===== config.mk =====
export PLATFORM = sky130hd
export DESIGN_NAME = bs_4_demux14_deser
export DESIGN_NICKNAME = d
export VERILOG_FILES = /design/src/rtl/bs_4_demux14_deser.sv
export SDC_FILE = /design/constraint.sdc
export NUM_CORES = 1
export LEC_CHECK = 0
export CORE_MARGIN = 2
export CORE_UTILIZATION = 45
export CTS_BUF_LIST = sky130_fd_sc_hd__clkbuf_16
export DETAILED_ROUTE_END_ITERATION = 16
export PLACE_DENSITY = 0.82
export SYNTH_ARGS = -nofsm -noshare
export SYNTH_HDL_FRONTEND = slang
export SYNTH_SLANG_ARGS = --single-unit

===== constraint.sdc =====
create_clock -name clk -period 1.58 [get_ports clk]
set_input_delay 0.395 -clock clk [delete_from_list [all_inputs] [get_ports clk]]
set_output_delay 0.395 -clock clk [all_outputs]
set_load 0.02 [all_outputs]

===== src/rtl/bs_4_demux14_deser.sv =====
// Registered 1:4 lane demultiplexer / deserializer with valid/ready handoff.
// Beats are steered into one of four lane registers, either by {s0,s1} or by an
// internal wrapping pointer; once all four lanes are valid the word is offered
// on Y0..Y3 with out_valid until the consumer takes it.
module bs_4_demux14_deser #(
    parameter int unsigned W = 4
) (
    input  logic         clk,
    input  logic         rst,
    input  logic [W-1:0] din,
    input  logic         in_valid,
    output logic         in_ready,
    input  logic         mode,
    input  logic         s0,
    input  logic         s1,
    output logic [W-1:0] Y0,
    output logic [W-1:0] Y1,
    output logic [W-1:0] Y2,
    output logic [W-1:0] Y3,
    output logic [3:0]   lane_vld,
    output logic         out_valid,
    input  logic         out_ready,
    output logic         ovw
);

    typedef enum logic {StFill, StFull} state_t;

    state_t       state_q, state_d;
    logic [W-1:0] y_q [4];
    logic [3:0]   vld_q, vld_d;
    logic [1:0]   ptr_q, ptr_d;
    logic         ovw_q, ovw_d;

    logic         accept;
    logic [1:0]   lane;
    logic [3:0]   lane_oh;

    assign in_ready  = (state_q == StFill) ? 1'b1 : out_ready;
    assign accept    = in_valid & in_ready;
    assign out_valid = (state_q == StFull);
    assign lane_vld  = vld_q;
    assign ovw       = ovw_q;
    assign Y0        = y_q[0];
    assign Y1        = y_q[1];
    assign Y2        = y_q[2];
    assign Y3        = y_q[3];

    // Lane selection; an accept in FULL starts a new frame, so the pointer reads as 0.
    always_comb begin
        lane = {s0, s1};
        if (mode) begin
            lane = (state_q == StFull) ? 2'd0 : ptr_q;
        end
        lane_oh = 4'b0001 << lane;
    end

    // Next-state for FSM, lane-valid mask, write pointer and overwrite pulse.
    always_comb begin
        state_d = state_q;
        vld_d   = vld_q;
        ptr_d   = ptr_q;
        ovw_d   = 1'b0;
        unique case (state_q)
            StFill: begin
                if (accept) begin
                    vld_d = vld_q | lane_oh;
                    ovw_d = |(vld_q & lane_oh);
                    if (mode) begin
                        ptr_d = ptr_q + 2'd1;
                    end
                    if (vld_d == 4'b1111) begin
                        state_d = StFull;
                    end
                end
            end
            StFull: begin
                if (out_ready) begin
                    state_d = StFill;
                    if (accept) begin
                        vld_d = lane_oh;
                        ptr_d = mode ? 2'd1 : 2'd0;
                    end else begin
                        vld_d = 4'b0000;
                        ptr_d = 2'd0;
                    end
                end
            end
            default: state_d = StFill;
        endcase
    end

    // State and lane data registers; data is only ever cleared by reset.
    always_ff @(posedge clk) begin
        if (rst) begin
            state_q <= StFill;
            vld_q   <= 4'b0000;
            ptr_q   <= 2'd0;
            ovw_q   <= 1'b0;
            for (int i = 0; i < 4; i++) begin
                y_q[i] <= '0;
            end
        end else begin
            state_q <= state_d;
            vld_q   <= vld_d;
            ptr_q   <= ptr_d;
            ovw_q   <= ovw_d;
            if (accept) begin
                y_q[lane] <= din;
            end
        end
    end

endmodule


### Yosys cells after proc, flatten, opt, wreduce, memory -nomap -nowiden

Memories as Yosys holds them, arrays and structs flattened.
Index checks and enable logic that the tools add are counted.

| word-level totals | value |
|---|---|
| register bits after elaboration | 8 |
| bits in writable memories | 16 |
| output and inout bits | 23 |
| memories kept | 1 |

Memory list:

| name | words | width | rd ports | clocked after Yosys merged registers in | wr ports | line | RTL |
|---|---|---|---|---|---|---|---|
| y_q | 4 | 4 | 4 | 0 | 4 | 29 | `logic [W-1:0] y_q [4];` |

| cells by class | value |
|---|---|
| $add $sub $neg | 1 |
| eq/ne operators | 4 |
| shift-type cells | 1 |
| mux-type cells | 25 |
| bitwise gates (word level) | 5 |
| reductions and logical operators | 5 |

Operator list:

| kind | number |
|---|---|
| $mux 4 | 4 |
| $mux 1 | 12 |
| $mux 2 | 6 |
| $pmux 4 s2 | 1 |
| $reduce_or 4->1 | 2 |
| $ne 2x2->1 const B | 3 |
| $and 4x4->4 | 1 |
| $eq 4x4->1 const B | 1 |
| $or 4x4->4 | 1 |
| $pmux 2 s2 | 1 |
| $shl 1x2->4 const A | 1 |
| $reduce_and 3->1 | 1 |
| $reduce_or 3->1 | 1 |
| $add 2x1->2 const B | 1 |
| $not 1->1 | 2 |
| $pmux 1 s2 | 1 |
| $reduce_and 2->1 | 1 |
| $and 1x1->1 | 1 |

### Logic depth before layout (Yosys ltp)

Gate-level depths: netlist of run 1.

| depth | value |
|---|---|
| depth after elaboration | 8 |
| gate-level depth with buffers | 6 |
| gate-level depth less buffers | 5 |

### Least setup slack after synthesis of run 1

Ideal clock, no wire load.

| timing | value |
|---|---|
| path kind | register to register |
| start | reg state_q (netlist: out_valid) |
| end | mem y_q[0][0], enable pin |
| library setup time | 256 ps |
| data arrival time | 1331 ps |
| slack | -7 ps |
| stages on the path, launching flop included | 6 |
| buffers on the path | 1 |
| period minus slack after synthesis | 1587 ps |
| cell sequence | dfxtp_1 > and2b_4 > inv_4 > and2_4 > buf_6 > a21o_1 |

RTL lines:

| item | line | RTL |
|---|---|---|
| start, declared | 28 | `state_t state_q, state_d;` |
| start signal, assigned | 95 | `state_q <= StFill;` |
| start signal, assigned | 103 | `state_q <= state_d;` |
| end, declared | 29 |  |

### Final worst setup path of run 1

| timing | value |
|---|---|
| start | reg ovw_q (netlist: ovw) |
| end | out ovw |

RTL lines:

| item | line | RTL |
|---|---|---|
| start, declared | 32 | `logic ovw_q, ovw_d;` |
| start signal, assigned | 106 | `ovw_q <= ovw_d;` |
| end, declared | 23 | `output logic ovw` |

No word-level cell between the ends.

==> results of run 1 <==
## Yosys cell counts (3+ instances only)
| cell type | n |
|---|---|
| sky130_fd_sc_hd__a31oi_1 | 3 |
| sky130_fd_sc_hd__inv_1 | 6 |
| sky130_fd_sc_hd__nor3_1 | 7 |
| sky130_fd_sc_hd__a21o_1 | 5 |
| sky130_fd_sc_hd__nand2_1 | 7 |
| sky130_fd_sc_hd__nor2_1 | 11 |
| sky130_fd_sc_hd__and3_1 | 5 |
| sky130_fd_sc_hd__a21oi_1 | 7 |
| sky130_fd_sc_hd__edfxtp_1 | 16 |
| sky130_fd_sc_hd__a21oi_2 | 4 |
| sky130_fd_sc_hd__dfxtp_1 | 8 |
## worst max-delay path by stage
stage	start	to	slack [ns]	cells past startpoint
global route	ovw	ovw	0.02	1
CTS	y_q[2][0]	Y2[0]	0.002	1
global placement	out_ready	in_ready	-0.50	4
floorplan	out_ready	y_q[0][0]	0.12	5
finish	ovw	ovw	0.03	1
detailed placement	out_ready	in_ready	-0.51	4
## logic make-up after synthesis
logic type,count (synthesis),synth area share (%)
AND/OR/NAND/NOR,42,20.2
flip-flops,24,55.4
buffers and inverters,11,4.65
multiplexers,3,2.70
AO/OA/AOI/OAI,28,17.1
## per-layer routing
| metal | track usage, % | vias to the layer above | wire length, um |
|---|---|---|---|
| li1 | - | 503 | - |
| met1 | 24.3 | 500 | 1130 |
| met2 | 40.7 | 65 | 1620 |
| met3 | 3.28 | 2 | 247 |
| met4 | 10.0 | 0 | 8 |
| met5 | 0 | - | 0 |
## state kept, by name, indices dropped and copies added (netlist names)
| name | flops |
|---|---|
| y_q | 16 |
| lane_vld | 4 |
| ptr_q | 2 |
| out_valid | 1 |
| ovw | 1 |
## cell type report
class                      count  area share (%)
multi-input combinational     73            28.3
sequential                    24            36.3
timing repair buffer          52            27.4
tap                           30            2.12
inverter                       7            1.63
clock buffer                   3            4.25
## per-stage QoR
step	setup TNS [ns]	power [mW]	utilization, %
3_3_place_gp	-11.74	1.01	67.0
3_5_place_dp	-13.43	1.02	67.0
2_1_floorplan	0	0.877	-
4_1_cts	0	1.55	70.2
6_report	0	1.54	72.0
5_1_grt	0	1.60	72.0
## placed cells by master (no fill, tap or decap), drive strengths merged, types with 2 or more instances in the layout
cell type,instances
dlymetal6s2s,13
o31ai,2
clkbuf,3
dfxtp,8
a21o,5
and3,5
nor3,7
nand3,2
a21oi,11
nand2,7
nor3b,3
nor2,11
dlygate4sd2,13
mux2i,2
clkdlybuf4s50,6
inv,7
edfxtp,16
a31oi,3
nor2b,2
buf,20
a32o,2
## worst register-to-register path: cells and delay by family (launching register included)
family	cells	cell delay [ns]
flops	1	0.32
simple gates	1	0.22
buf+inv	1	0.15
compound gates	2	0.50
## timing repair
| item | 4_1_cts | 5_1_grt |
|---|---|---|
| gates cloned | 0 | 0 |
| pin swaps | 3 | 2 |
| resized for setup | 23 | 15 |
| hold buffers | 0 | 0 |
| hold endpoints to repair | 0 | 0 |
| endpoints found under the setup margin | 48 | 26 |
| setup buffers | 0 | 0 |
## power by group through the flow
stage / registers [mW] / logic [mW] / clock network [mW]
2_1_floorplan: 0.783 / 0.0941 / 0
3_3_place_gp: 0.734 / 0.280 / 0
3_5_place_dp: 0.737 / 0.287 / 0
4_1_cts: 0.723 / 0.285 / 0.538
5_1_grt: 0.725 / 0.307 / 0.566
6_report: 0.722 / 0.287 / 0.531
==> run_results.csv, run 1 <==
group,metric,value,unit
yosys,mappedNetlistNets,119,
clock_tree,cts_buffer_depth,2,
floorplanning,std_cell_rows,18,
sta,final-setup-viol-count,0,
sta,slew-limit-headroom,74.8,%
power_and_ir_drop,pwr_density_cell,871,nW/um2
power_and_ir_drop,power.share.combinational,18.6,%
sta,worst_pin_slew,0.378,ns
power_and_ir_drop,ir_drop,0.640,mV
setup_path,cp_top_family,"buffers and inverters",
setup_path,path_cells,"clkdlybuf4s50_1",
setup_path,worst_path_max_delay_cell,"sky130_fd_sc_hd__clkdlybuf4s50_1",
global_routing,grt_first_pass_wirelength,4600,um
place,place.port_buffers,33,
sta,final-hold-violation-count,0,
yosys,yosysWarnings,0,
place,dpl.cell_count,186,
yosys,number_of_synthesized_flops_with_an_enable_pin,16,
routing,dr_total_vias,1070,
power_and_ir_drop,clkPwrFrac,34.5,%
hold_path,hold_path.startpoint,"lane_vld[1]",
setup_path,reg2regPathDepth,4,
place,gp_congestion,0.866,
setup_path,regToRegStartpoint,"out_valid",
sta,grt_setup_unrepaired,"no",
hold_path,hold_path_end,"lane_vld[1]",
setup_path,timing.critical_path.to_type,"primary output",
setup_path,critPathArrivalTime,1.15,ns
clock_tree,clock_latency,0.25,ns
power_and_ir_drop,power_frac_seq,46.9,%
setup_path,ff2ff_setup_slack,0.10,ns
floorplanning,floorplan.io_pins,34,
routing,detail_route.iter0.violations,47,
routing,detail_route.first_pass.iterations,4,
cells_and_area,stdcell_count,189,
place,pre_cts_ws,-0.511,ns
sta,finalClockSkew,0.00370,ns
cells_and_area,post_route_cells_drive_above_1_share,25.8,%
yosys,synthCells,108,
power_and_ir_drop,power.share.switching,23.6,%
clock_tree,cts_tree,"built",
yosys,synth_flop_cell,"sky130_fd_sc_hd__edfxtp_1",
global_routing,global_route.usage.total,22.0,%
routing,route.detailed.drc,0,
setup_path,critical_path_buf_inv_count,1,
status,status,"finished clean",
power_and_ir_drop,cell_internal_pwr,1.18,mW
global_routing,number_of_antenna_violations_at_the_first_check_in_global_routing,0,
global_routing,grt_pass1_vias,1051,
routing,routed_via_density,5.66,
sta,achievable-frequency,647,MHz
floorplanning,start_util,47.1,%
routing,drt_wl_total,3000,um
clock_tree,htreeDepth,1,
hold_path,timing.hold.worst_path_depth,2,
cells_and_area,multi_input_comb_area,500,um2
flow_run,timing.max_cap.violations,0,
hold_path,timing.hold.worst.class,"reg2reg",
setup_path,setup_crit_start_kind,"flip-flop",
cells_and_area,n_antenna_cell,0,
yosys,yosys_register_bits,24,
sta,setup_slack,0.0340,ns
clock_tree,clock_transition_at_the_registers_of_the_reported_paths,0.06,ns
yosys,synth.area.top_cells,"sky130_fd_sc_hd__edfxtp_1 (42%), sky130_fd_sc_hd__dfxtp_1 (14%), sky130_fd_sc_hd__nor2_1 (3.6%)",
sta,hold_ws,0.549,ns
setup_path,timing.critical_path.fanout_max,1,
floorplanning,die_area,2990,um2
global_routing,largest_net_degree_at_the_start_of_global_routing,13,
yosys,synth.avg_cell_area,10.7,um2
setup_path,worst_r2r_endpoint,"y_q[3][1]",
routing,detail-route-antenna-nets,0,
clock_tree,clk_root_buffer_cell,"sky130_fd_sc_hd__clkbuf_16",
cells_and_area,final_nets,172,
clock_tree,numCtsBuffers,3,
place,dpl_cell_area,1640,um2
global_routing,grt_overflow,0,
yosys,synthArstFlopShare,0,%
clock_tree,cts.sinks,24,
cells_and_area,register_area,642,um2
floorplanning,die_height,54.7,um
cells_and_area,synthToLayoutAreaGrowth,52.8,%
cells_and_area,finalInstanceArea,1770,um2
sta,time_the_final_worst_path_needs_with_i_o_delays_and_setup,1.55,ns
setup_path,critical_path_required,1.18,ns
sta,portion_of_the_clock_cycle_consumed_by_the_worst_path_in_the_final_layout,97.8,%
sta,timing.final.max_slew_violations,0,
floorplanning,core,2450,um2
yosys,synth.yosys.seq_area_share,55.4,%
floorplanning,die_w,54.7,um
cells_and_area,n_fill_cell,179,
power_and_ir_drop,switching_power,0.364,mW
power_and_ir_drop,cellLeakagePower,0.926,nW
yosys,netlist.top_cell.by_area,"sky130_fd_sc_hd__edfxtp_1",
yosys,mappedNetlistArea,1160,um2
place,hpwlAfterDp,2140,um
setup_path,critPathMaxStageDelay,0.59,ns
setup_path,path_class,"reg2out",
yosys,synth.top_cell.area_share,41.5,%
yosys,netlist-cell-type-count,34,
routing,drt_wl_cell,15.9,um
No activity file was read; power rests on OpenSTA's default activity.
==> run 2: changes to the inputs <==
Settings changed: PLACE_DENSITY 0.82 to 0.89, SETUP_SLACK_MARGIN set to 0.4.
==> run 2 against run 1 <==
Sequential power grew 0.7%. Clock power grew 39%. Register-to-register slack gained 0.02 ns. Sequential share of layout area shrank 5.1 points. Largest cell class is now multi-input gates. Largest power group is now clock.
==> run_results.csv, run 2 (same netlist as run 1, synthesis figures left out) <==
group,metric,value,unit
sta,hold_ws,0.591,ns
global_routing,number_of_antenna_violations_at_the_first_check_in_global_routing,0,
clock_tree,clock_latency,0.27,ns
routing,detail-route-antenna-nets,0,
cells_and_area,mostFrequentLayoutCell,"sky130_fd_sc_hd__buf_6",
cells_and_area,n_antenna_cell,0,
hold_path,timing.hold.worst.class,"reg2reg",
place,hpwlAfterDp,2120,um
setup_path,worst_r2r_endpoint,"y_q[1][0]",
setup_path,regToRegStartpoint,"out_valid",
global_routing,grt_overflow,0,
global_routing,grt_first_pass_wirelength,5480,um
clock_tree,htreeDepth,1,
status,status,"finished clean",
setup_path,startpoint,"out_valid",
sta,slew-limit-headroom,75.6,%
power_and_ir_drop,cellLeakagePower,0.913,nW
floorplanning,die_area,2990,um2
setup_path,setup.worst_path.end,"y_q[1][0]",
setup_path,critPathArrivalTime,1.48,ns
cells_and_area,synthToLayoutAreaGrowth,80.2,%
setup_path,path_class,"reg2reg",
place,place.port_buffers,33,
power_and_ir_drop,power.share.combinational,21.1,%
sta,worst_pin_slew,0.365,ns
power_and_ir_drop,cell_internal_pwr,1.39,mW
cells_and_area,largest-register,"y_q",
setup_path,timing.critical_path.fanout_max,8,
routing,routed_via_density,6.04,
power_and_ir_drop,ir_drop,1.19,mV
routing,detail_route.iter0.violations,70,
floorplanning,std_cell_rows,18,
sta,time_the_final_worst_path_needs_with_i_o_delays_and_setup,1.46,ns
cells_and_area,number_of_flip_flops_in_the_largest_register,16,
power_and_ir_drop,pwr_density_cell,890,nW/um2
cells_and_area,most-common-layout-cells,"sky130_fd_sc_hd__buf_6 (22), sky130_fd_sc_hd__buf_4 (21), sky130_fd_sc_hd__edfxtp_1 (16)",
cells_and_area,final_nets,185,
setup_path,critical_path_required,1.61,ns
routing,detail_route.first_pass.iterations,4,
sta,final-hold-violation-count,0,
power_and_ir_drop,power_frac_seq,39.2,%
global_routing,global_route.usage.total,26.6,%
setup_path,timing.critical_path.to_type,"flip-flop",
sta,finalSetupTns,0,ns
setup_path,reg2regPathDepth,7,
global_routing,largest_net_degree_at_the_start_of_global_routing,15,
sta,grt_setup_unrepaired,"yes",
clock_tree,numCtsBuffers,3,
floorplanning,start_util,47.1,%
power_and_ir_drop,clkPwrFrac,39.7,%
routing,route.detailed.drc,0,
place,dpl_cell_area,1690,um2
clock_tree,cts.sinks,24,
flow_run,timing.max_cap.violations,0,
global_routing,grt_pass1_vias,1141,
sta,final-setup-viol-count,0,
cells_and_area,post_route_cells_drive_above_1_share,67.6,%
clock_tree,clock_transition_at_the_registers_of_the_reported_paths,0.06,ns
setup_path,setup_crit_start_kind,"flip-flop",
routing,drt_wl_total,4280,um
place,gp_congestion,0.862,
sta,achievable-frequency,686,MHz
floorplanning,die_height,54.7,um
sta,finalClockSkew,0.00350,ns
floorplanning,die_w,54.7,um
cells_and_area,finalInstanceArea,2090,um2
clock_tree,clk_root_buffer_cell,"sky130_fd_sc_hd__clkbuf_16",
setup_path,ff2ff_setup_slack,0.12,ns
routing,drt_wl_cell,21.1,um
power_and_ir_drop,power.share.switching,24.9,%
sta,timing.final.max_slew_violations,0,
clock_tree,cts_buffer_depth,2,
floorplanning,core,2450,um2
sta,portion_of_the_clock_cycle_consumed_by_the_worst_path_in_the_final_layout,92.3,%
routing,dr_total_vias,1226,
floorplanning,floorplan.io_pins,34,
power_and_ir_drop,switching_power,0.463,mW
clock_tree,cts_tree,"built",
[run 2: cell type report]
type                       count  area [um2]
tap                           30        37.5
sequential                    24         651
clock buffer                   3        75.1
inverter                       7        28.8
multi-input combinational     73         698
timing repair buffer          65         566
fill                         112         369
clock inverter                 1        30.0
[run 2: timing repair]
item / 4_1_cts / 5_1_grt
gates cloned: 1 / 0
setup endpoints to repair: 63 / 59
pin swaps: 19 / 14
setup buffers: 6 / 4
gates resized for setup: 139 / 58
hold buffers: 0 / 0
[run 2: critical path: stages, from the launching register on]
cell                      delay, ns
sky130_fd_sc_hd__dfxtp_4       0.35
sky130_fd_sc_hd__buf_8         0.13
sky130_fd_sc_hd__nor2b_4       0.05
sky130_fd_sc_hd__buf_4         0.13
sky130_fd_sc_hd__buf_6         0.11
sky130_fd_sc_hd__a32oi_2       0.22
sky130_fd_sc_hd__buf_6         0.17
sky130_fd_sc_hd__nor2_2        0.05
[run 2: power groups by stage]
stage          clock network [mW]  registers, mW  logic [mW]
2_1_floorplan                   0          0.781       0.102
6_report                    0.736          0.727       0.392
4_1_cts                     0.722          0.723       0.297
3_3_place_gp                    0          0.732       0.290
5_1_grt                     0.755          0.730       0.409
3_5_place_dp                    0          0.735       0.298
[run 2: worst min path at each step]
stage / start / endpoint / slack (ns) / cells past startpoint
2_1_floorplan: ptr_q[1] / ptr_q[1] / 0.50 / 2
3_3_place_gp: ptr_q[1] / ptr_q[1] / 0.52 / 2
3_5_place_dp: ptr_q[1] / ptr_q[1] / 0.55 / 2
4_1_cts: lane_vld[1] / lane_vld[1] / 0.55 / 2
5_1_grt: ptr_q[1] / ptr_q[1] / 0.59 / 2
6_report: ptr_q[1] / ptr_q[1] / 0.59 / 2
[run 2: metrics by stage]
stage / std cells / worst slack [ns] / power, mW / utilization, %
after global routing: 203 / 0.0947 / 1.89 / 85.0
after global placement: 188 / -0.513 / 1.02 / 68.8
after detailed placement: 188 / -0.515 / 1.03 / 68.8
final: 203 / 0.122 / 1.86 / 85.0
after CTS: 199 / 0.197 / 1.74 / 74.6
after floorplan: 108 / 0.119 / 0.884 / -
[run 2: routing by layer]
layer	routed length [um]	part of all wire [%]	global-route usage, %	up-vias
met1	1610	37	28.6	593
li1	-	-	-	531
met3	321	7.5	3.55	21
met4	188	4.4	13.8	0
met5	0	0	0	-
met2	2170	51	49.6	81
==> run 3: changes to the inputs <==
Settings changed: CORE_ASPECT_RATIO set to 0.5, CORE_UTILIZATION 45 to 41, CTS_CLUSTER_DIAMETER set to 80, PLACE_DENSITY 0.89 to 0.86.
Clock period 1.58 ns to 1.34 ns, I/O delays scaled along.
==> run 3 against run 2 <==
The run now ends with negative setup slack left. Die area rose by 9.9%. Power rose by 26%. Wire length rose by 42%. Clock skew fell by 0.00066 ns. Register-to-register slack got worse by 0.37 ns. Hold slack got worse by 0.079 ns. Global-route usage rose by 2.4 points. Sequential cell count did not move. Sequential share of layout area fell by 3.9 points. Critical path type unchanged.
==> run_results.csv, run 3 (same netlist as run 1, synthesis figures left out) <==
group,metric,value,unit
status,status,"finished, violations left",
status,failed_checks,"negative setup slack",
place,place.port_buffers,33,
sta,worst_pin_slew,0.405,ns
global_routing,number_of_antenna_violations_at_the_first_check_in_global_routing,0,
floorplanning,core,2640,um2
setup_path,path_class,"reg2reg",
setup_path,timing.critical_path.fanout_max,5,
setup_path,timing.critical_path.to_type,"flip-flop",
routing,route.detailed.drc,0,
hold_path,timing.hold.worst.class,"in2reg",
sta,time_the_final_worst_path_needs_with_i_o_delays_and_setup,1.59,ns
floorplanning,die_area,3290,um2
routing,met2WireLength,2650,um
routing,dr_total_vias,1347,
routing,drt_wl_total,6080,um
sta,portion_of_the_clock_cycle_consumed_by_the_worst_path_in_the_final_layout,119,%
hold_path,timing.hold.worst_path_depth,4,
clock_tree,cts_hold_buf,0,
cells_and_area,mostFrequentLayoutCell,"sky130_fd_sc_hd__buf_6",
sta,hold_ws,0.512,ns
routing,routedLengthMet1,2330,um
sta,timing.final.max_slew_violations,0,
setup_path,critical_path_required,1.51,ns
cells_and_area,stdcell_count,213,
clock_tree,clk_root_buffer_cell,"sky130_fd_sc_hd__clkbuf_16",
global_routing,grt_first_pass_wirelength,7030,um
sta,grt_setup_unrepaired,"yes",
setup_path,setup_crit_start_kind,"flip-flop",
cells_and_area,largest-register,"y_q",
routing,detail_route.iter0.violations,183,
global_routing,grt_pass1_vias,1264,
clock_tree,cts_buffer_depth,2,
power_and_ir_drop,pwr_density_cell,973,nW/um2
sta,setup_slack,-0.249,ns
clock_tree,numCtsBuffers,3,
global_routing,largest_net_degree_at_the_start_of_global_routing,15,
floorplanning,start_util,43.9,%
power_and_ir_drop,report.power.total,2.33,mW
place,dpl.cell_count,195,
place,pre_cts_ws,-0.656,ns
clock_tree,clock_transition_at_the_registers_of_the_reported_paths,0.07,ns
cells_and_area,register_area,653,um2
clock_tree,cts_tree,"built",
floorplanning,floorplan.io_pins,34,
sta,final-hold-violation-count,0,
clock_tree,cts.sinks,24,
global_routing,global_route.usage.total,29.0,%
sta,achievable-frequency,630,MHz
cells_and_area,synthToLayoutAreaGrowth,107,%
routing,topRoutingLayerUsed,"met4",
power_and_ir_drop,cellLeakagePower,0.951,nW
flow_run,timing.max_cap.violations,0,
global_routing,grt_overflow,0,
clock_tree,htreeDepth,1,
cells_and_area,n_fill_cell,76,
routing,routed_via_density,6.32,
floorplanning,die_height,41.6,um
cells_and_area,most-common-layout-cells,"sky130_fd_sc_hd__buf_6 (38), sky130_fd_sc_hd__buf_4 (19), sky130_fd_sc_hd__edfxtp_1 (16)",
power_and_ir_drop,ir_drop,0.731,mV
floorplanning,die_w,79.1,um
sta,final-setup-viol-count,39,
routing,wl_met3,823,um
cells_and_area,finalInstanceArea,2390,um2
setup_path,reg2regPathDepth,4,
routing,detail_route.first_pass.iterations,4,
sta,finalClockSkew,0.00283,ns
routing,drt_wl_cell,28.5,um
place,dpl_cell_area,1690,um2
floorplanning,std_cell_rows,13,
cells_and_area,final_nets,188,
cells_and_area,post_route_cells_drive_above_1_share,77.8,%
routing,detail-route-antenna-nets,0,
sta,slew-limit-headroom,72.7,%
place,gp_congestion,0.875,
clock_tree,clock_latency,0.27,ns
cells_and_area,multi_input_comb_area,886,um2
place,hpwlAfterDp,2200,um
setup_path,critPathArrivalTime,1.76,ns
cells_and_area,number_of_flip_flops_in_the_largest_register,16,
cells_and_area,n_antenna_cell,0,
-- run 3: worst paths after layout --
path	slack (ns)	to	startpoint
max	-0.25	ovw	ptr_q[1]
min	0.51	lane_vld[1]	out_ready
max reg2reg	-0.25	ovw	ptr_q[1]
min reg2reg	0.66	ptr_q[1]	ptr_q[1]
-- run 3: report_power, final --
part	leakage [nW]	internal [mW]	switching, mW
sequential	0.234	0.836	0.0339
combinational	0.666	0.256	0.313
clock	0.0511	0.596	0.295
total	0.951	1.69	0.642
-- run 3: critical path: stages, from the launching register on --
cell and delay, ns:
sky130_fd_sc_hd__dfxtp_2 0.43, sky130_fd_sc_hd__inv_1 0.18, sky130_fd_sc_hd__nor3b_1 0.39, sky130_fd_sc_hd__o21ai_0 0.24
sky130_fd_sc_hd__o22ai_2 0.25
-- run 3: through the flow --
stage,util [%],setup TNS [ns]
2_1_floorplan,-,-0.980
3_3_place_gp,64.2,-20.12
3_5_place_dp,64.2,-20.99
4_1_cts,79.1,-0.380
5_1_grt,90.8,-4.52
6_report,90.8,-4.31
-- run 3: repair_timing --
item / CTS / global route
gates resized for setup: 203 / 54
pin swaps: 15 / 24
endpoints found under the setup margin: 63 / 63
gates cloned: 1 / 0
buffers inserted: 9 / 4
-- run 3: layout make-up --
| type | instances | share of cell area, % |
|---|---|---|
| Clock inverter | 1 | 1.25 |
| Multi-Input combinational cell | 73 | 37.0 |
| Sequential cell | 24 | 27.3 |
| Timing Repair Buffer | 68 | 28.2 |
| Clock buffer | 3 | 3.14 |
| Inverter | 7 | 1.20 |
| Tap cell | 37 | 1.93 |
-- run 3: per-layer routing --
metal  up-vias  track usage (%)
met1       636             35.3
met5         -                0
met2       147             49.0
met4         0             12.4
met3        26             7.83
li1        538                -
==> RTL change 1 (config.mk and constraints of run 3) <==
`W`: 4 -> 6.
--- a/src/rtl/bs_4_demux14_deser.sv
+++ b/src/rtl/bs_4_demux14_deser.sv
@@ -5,3 +5,3 @@
 module bs_4_demux14_deser #(
-    parameter int unsigned W = 4
+    parameter int unsigned W = 6
 ) (
Ports: changed (5 resized); port bits go from 34 to 44. No check against the original RTL was run, so the function may have changed too.
==> RTL change 1 against run 3 <==
  * The run still ends with negative setup slack left
  * Via count grew 6.0%
  * Final area grew 15%
  * Area after synthesis grew 27%
  * Sequential cell count grew 8
  * Worst setup slack gained 0.12 ns
  * Power grew 31%
  * Clock skew grew 0.0018 ns
  * Routed wire length shrank 17%
==> RTL change 1: results (changes against run 3) <==
stage,metric,value,unit,change
cells_and_area,largest reg by FF count,y_q,,
grt,first-pass GRT wire length,7230,µm,+2.8%
sta,Slew Limit Fails,0,,unchanged
outcome,status,"complete, but fails checks",,
cells_and_area,ant diodes,0,,unchanged
yosys,Yosys cell types,38,,+12%
cts,Clock Tree Root,clkbuf_16,,
detailed_routing,1st-iter DRT viols,93,,-49%
cts,"Reg clk slew, reported paths",0.06,ns,
yosys,synthesized net count,141,,+18%
grt,GRT Total Usage,24.9,%,-4.2 points
place,routability cong.,0.961,,+9.9%
yosys,Yosys warning total,0,,unchanged
detailed_routing,Pre-Repair DR Iteration Count,4,,unchanged
grt,largest net degree at the start of global routing,11,,-4
yosys,Area contributors post-synth,"edfxtp_1, dfxtp_1, nor2_1",,
setup_path,crit path DAT,1.67,ns,-0.09 ns
min_path,Worst Hold Class,in -> reg,,
place,pre-CTS setup slack,-0.634,ns,+0.0226 ns
detailed_routing,DR WL/cell,19.4,µm,-32%
yosys,Commonest cells post-synth,"edfxtp_1, nor2_1, a21oi_1, dfxtp_1",,
cells_and_area,Synth-to-Final Area Change,88.0,%,
yosys,share of the yosys chip area belonging to registers,60.1,%,+4.7 points
setup_path,worst-path fanout max,4,,-1
outcome,failing checks,negative setup slack,,
sta,Slew @ Worst Pin,0.380,ns,-0.0247 ns
sta,final setup violating endpoints,49,,+26%
yosys,number of synthesized flops with an enable pin,24,,+8
cells_and_area,layout cells sized above 1,72.7,%,-5.1 points
sta,setup_tns,-2.23,ns,+2.08 ns
grt,initial antenna violation count,0,,unchanged
power,P_leak,1.14,nW,+20%
sta,Final WS setup,-0.124,ns,+0.125 ns
cells_and_area,max reg flops,24,,+8
cells_and_area,fillers,168,,+120%
detailed_routing,via count,1428,,+6.0%
cts,H-tree levels,2,,+1
yosys,ys async rst share,0,%,unchanged
cts,total CTS buffers,5,,+2
sta,Clock Skew,0.00464,ns,+0.00181 ns
cts,clk buf depth,2,,unchanged
power,internal power,2.27,mW,+35%
cts,Skew-Pair Late Insertion Delay,0.28,ns,
place,HPWL Detailed,2630,µm,+20%
place,placed cell area,2180,µm²,+29%
power,VDD IR-drop max,0.000535,V,-27%
cells_and_area,nets,221,,+18%
place,number of port buffers,43,,+30%
RTL change 1: cell count changes after synthesis, sizes merged, moves of 2 or more:
cell	before	now
nand2	7	9
inv	7	9
edfxtp	16	24
nor3b	3	1
nand2b	1	4
nor2	11	20
and3	5	1
RTL change 1: cells by family (layout without fill, tap and decap cells):
group	Yosys count	in the layout	share of synthesized area [%]
buf+inv	13	94	3.92
mux	1	1	0.683
flops	32	32	60.1
compound gates	31	31	16.3
simple gates	51	51	19.0
RTL change 1: stage by stage:
stage                     power (mW)  hold WS, ns  instances
after floorplan                 1.40        0.404        128
final                           3.04        0.459        260
after CTS                       2.99        0.517        258
after global routing            3.11        0.485        260
after detailed placement        1.63        0.582        243
after global placement          1.62        0.548        243
RTL change 1: path summary, 6_finish.rpt:
check / from / to / slack (ns) / cells past startpoint
worst max-delay path: out_valid / out_valid / -0.12 / 6
worst min-delay path: out_ready / lane_vld[0] / 0.46 / 4
worst min register to register: ptr_q[1] / ptr_q[1] / 0.58 / 2
worst max register to register: out_valid / out_valid / -0.12 / 6
RTL change 1: power by group through the flow:
stage               sequential [mW]  clock [mW]  combinational (mW)
global placement               1.17           0               0.452
finish                         1.17        1.29               0.586
detailed placement             1.17           0               0.462
global route                   1.17        1.33               0.611
floorplan                      1.25           0               0.148
CTS                            1.16        1.29               0.530
RTL change 1: per-layer routing:
metal / vias to the layer above / global-route usage, % / routed length, µm / part of all wire (%)
li1: 630 / - / - / -
met1: 691 / 30.9 / 2050 / 41
met2: 89 / 41.4 / 2440 / 48
met3: 18 / 6.81 / 405 / 8.0
met4: 0 / 11.5 / 141 / 2.8
met5: - / 0 / 0 / 0
RTL change 1: area by class of cell:
type,instances,area share (%)
Multi-Input combinational cell,83,30.1
Timing Repair Buffer,77,27.8
Inverter,9,1.32
Tap cell,51,2.32
Clock buffer,5,4.54
Clock inverter,3,1.41
Sequential cell,32,32.5
RTL change 1: critical path: stages, from the launching register on:
cell      delay (ns)
dfxtp_4         0.35
buf_4           0.15
buf_6           0.13
nand2b_2        0.21
a21oi_1         0.26
o31ai_2         0.13
a31oi_2         0.16
RTL change 1: timing repair:
action | CTS | global route
pin swaps | 31 | 17
buffers inserted | 6 | 2
cloned | 1 | 0
endpoints found under the setup margin | 87 | 87
resized for setup | 252 | 29
==> RTL change 2 (flow settings as in run 3) <==
Without the edit above. Add an input register stage for `mode`, without a reset; this delays it by one clock. The other inputs are not delayed to match.
--- a/src/rtl/bs_4_demux14_deser.sv
+++ b/src/rtl/bs_4_demux14_deser.sv
@@ -27,2 +27,8 @@
 
+    logic mode_q;
+
+    always_ff @(posedge clk) begin
+        mode_q <= mode;
+    end
+
     state_t       state_q, state_d;
@@ -50,3 +56,3 @@
         lane = {s0, s1};
-        if (mode) begin
+        if (mode_q) begin
             lane = (state_q == StFull) ? 2'd0 : ptr_q;
@@ -67,3 +73,3 @@
                     ovw_d = |(vld_q & lane_oh);
-                    if (mode) begin
+                    if (mode_q) begin
                         ptr_d = ptr_q + 2'd1;
@@ -80,3 +86,3 @@
                         vld_d = lane_oh;
-                        ptr_d = mode ? 2'd1 : 2'd0;
+                        ptr_d = mode_q ? 2'd1 : 2'd0;
                     end else begin
Function: changed (Yosys sat finds a counterexample within 4 cycles, from zero or initial values and one cycle with rst high).
==> RTL change 2 against run 3 <==
  * Area after synthesis rose by 5.2%
  * Clock skew rose by 0.0015 ns
  * The run still ends with negative setup slack left
  * Final area fell by 6.5%
  * Worst setup slack improved by 0.12 ns
  * Power fell by 11%
  * Highest routed layer unchanged
  * Clock power fell by 23%
  * Routed wire length fell by 23%
  * Largest cell class unchanged
  * Sequential cell count rose by 1
==> RTL change 2: results (changes against run 3) <==
stage,metric,value,unit,change
outcome,status,"complete, but fails checks",,
outcome,failing checks,negative setup slack,,
place,pre-CTS setup slack,-0.717,ns,-0.0613 ns
sta,final setup violating endpoints,18,,-54%
cells_and_area,Final Non-Filler Cells,217,,+1.9%
setup_path,worst-path fanout max,8,,+3
grt,GRT Total Usage,23.7,%,-5.3 points
grt,met3 usage,3.88,%,-3.9 points
power,P_leak,0.926,nW,-2.7%
sta,Slew @ Worst Pin,0.387,ns,-0.0174 ns
detailed_routing,met2 wire length,2200,µm,-17%
grt,met1 Track Usage GR,28.5,%,-6.8 points
setup_path,crit path DAT,1.61,ns,-0.15 ns
place,HPWL Detailed,2450,µm,+11%
cells_and_area,fillers,114,,+50%
grt,vias in the first global route,1171,,-7.4%
sta,setup_tns,-1.07,ns,+3.24 ns
sta,Clock Skew,0.00437,ns,+0.00154 ns
power,VDD IR-drop max,0.000511,V,-30%
cells_and_area,nets,192,,+2.1%
yosys,Commonest cells post-synth,"edfxtp_1, nand2_1, a21oi_1, dfxtp_1, nor2_1",,
setup_path,"slowest stage cell, crit path",dfxtp_4,,
sta,Final WS setup,-0.133,ns,+0.116 ns
min_path,hold path start,mode,,
setup_path,R2R depth,5,,+1
detailed_routing,Via density,5.91,,-6.6%
-- RTL change 2: cell count changes in the layout (fill, tap and decap cells not counted), moves of 4 or more --
| cell | run 3 | this run |
|---|---|---|
| nand2_4 | 2 | 6 |
| nand2_2 | 0 | 4 |
| a21oi_4 | 5 | 1 |
| a21o_4 | 4 | 0 |
| inv_2 | 4 | 8 |
-- RTL change 2: worst min-delay path by stage --
stage                      endpoint  slack (ns)  depth (start not counted)
final                        mode_q        0.51                          1
after global placement    out_valid        0.62                          3
after detailed placement  out_valid        0.62                          3
after CTS                    mode_q        0.51                          1
after global routing         mode_q        0.52                          1
after floorplan              mode_q        0.36                          0
-- RTL change 2: cell families after synthesis --
group / count (synthesis) / share of synthesized area, %
AND/OR/NAND/NOR: 46 / 20.6
AO/OA/AOI/OAI: 29 / 18.6
flip-flops: 25 / 54.3
buffers and inverters: 14 / 5.75
multiplexers: 1 / 0.822
-- RTL change 2: area by class of cell --
type / count / area (µm²) / share of cell area, %
tap: 37 / 46.3 / 2.07
multi-input combinational: 76 / 747 / 33.4
inverter: 9 / 37.5 / 1.68
timing repair buffer: 66 / 647 / 28.9
sequential: 25 / 677 / 30.3
clock inverter: 1 / 7.51 / 0.336
clock buffer: 3 / 75.1 / 3.36
-- RTL change 2: power breakdown --
group	internal [mW]	total (mW)	switching, mW	leakage [nW]
registers	0.866	0.899	0.0334	0.245
logic	0.226	0.492	0.265	0.643
clock network	0.406	0.686	0.280	0.0371
total	1.50	2.08	0.579	0.926
-- RTL change 2: timing repair --
| item | in CTS | in global routing |
|---|---|---|
| setup endpoints to repair | 63 | 63 |
| buffers inserted | 5 | 1 |
| pin swaps | 22 | 13 |
| resized for setup | 195 | 23 |
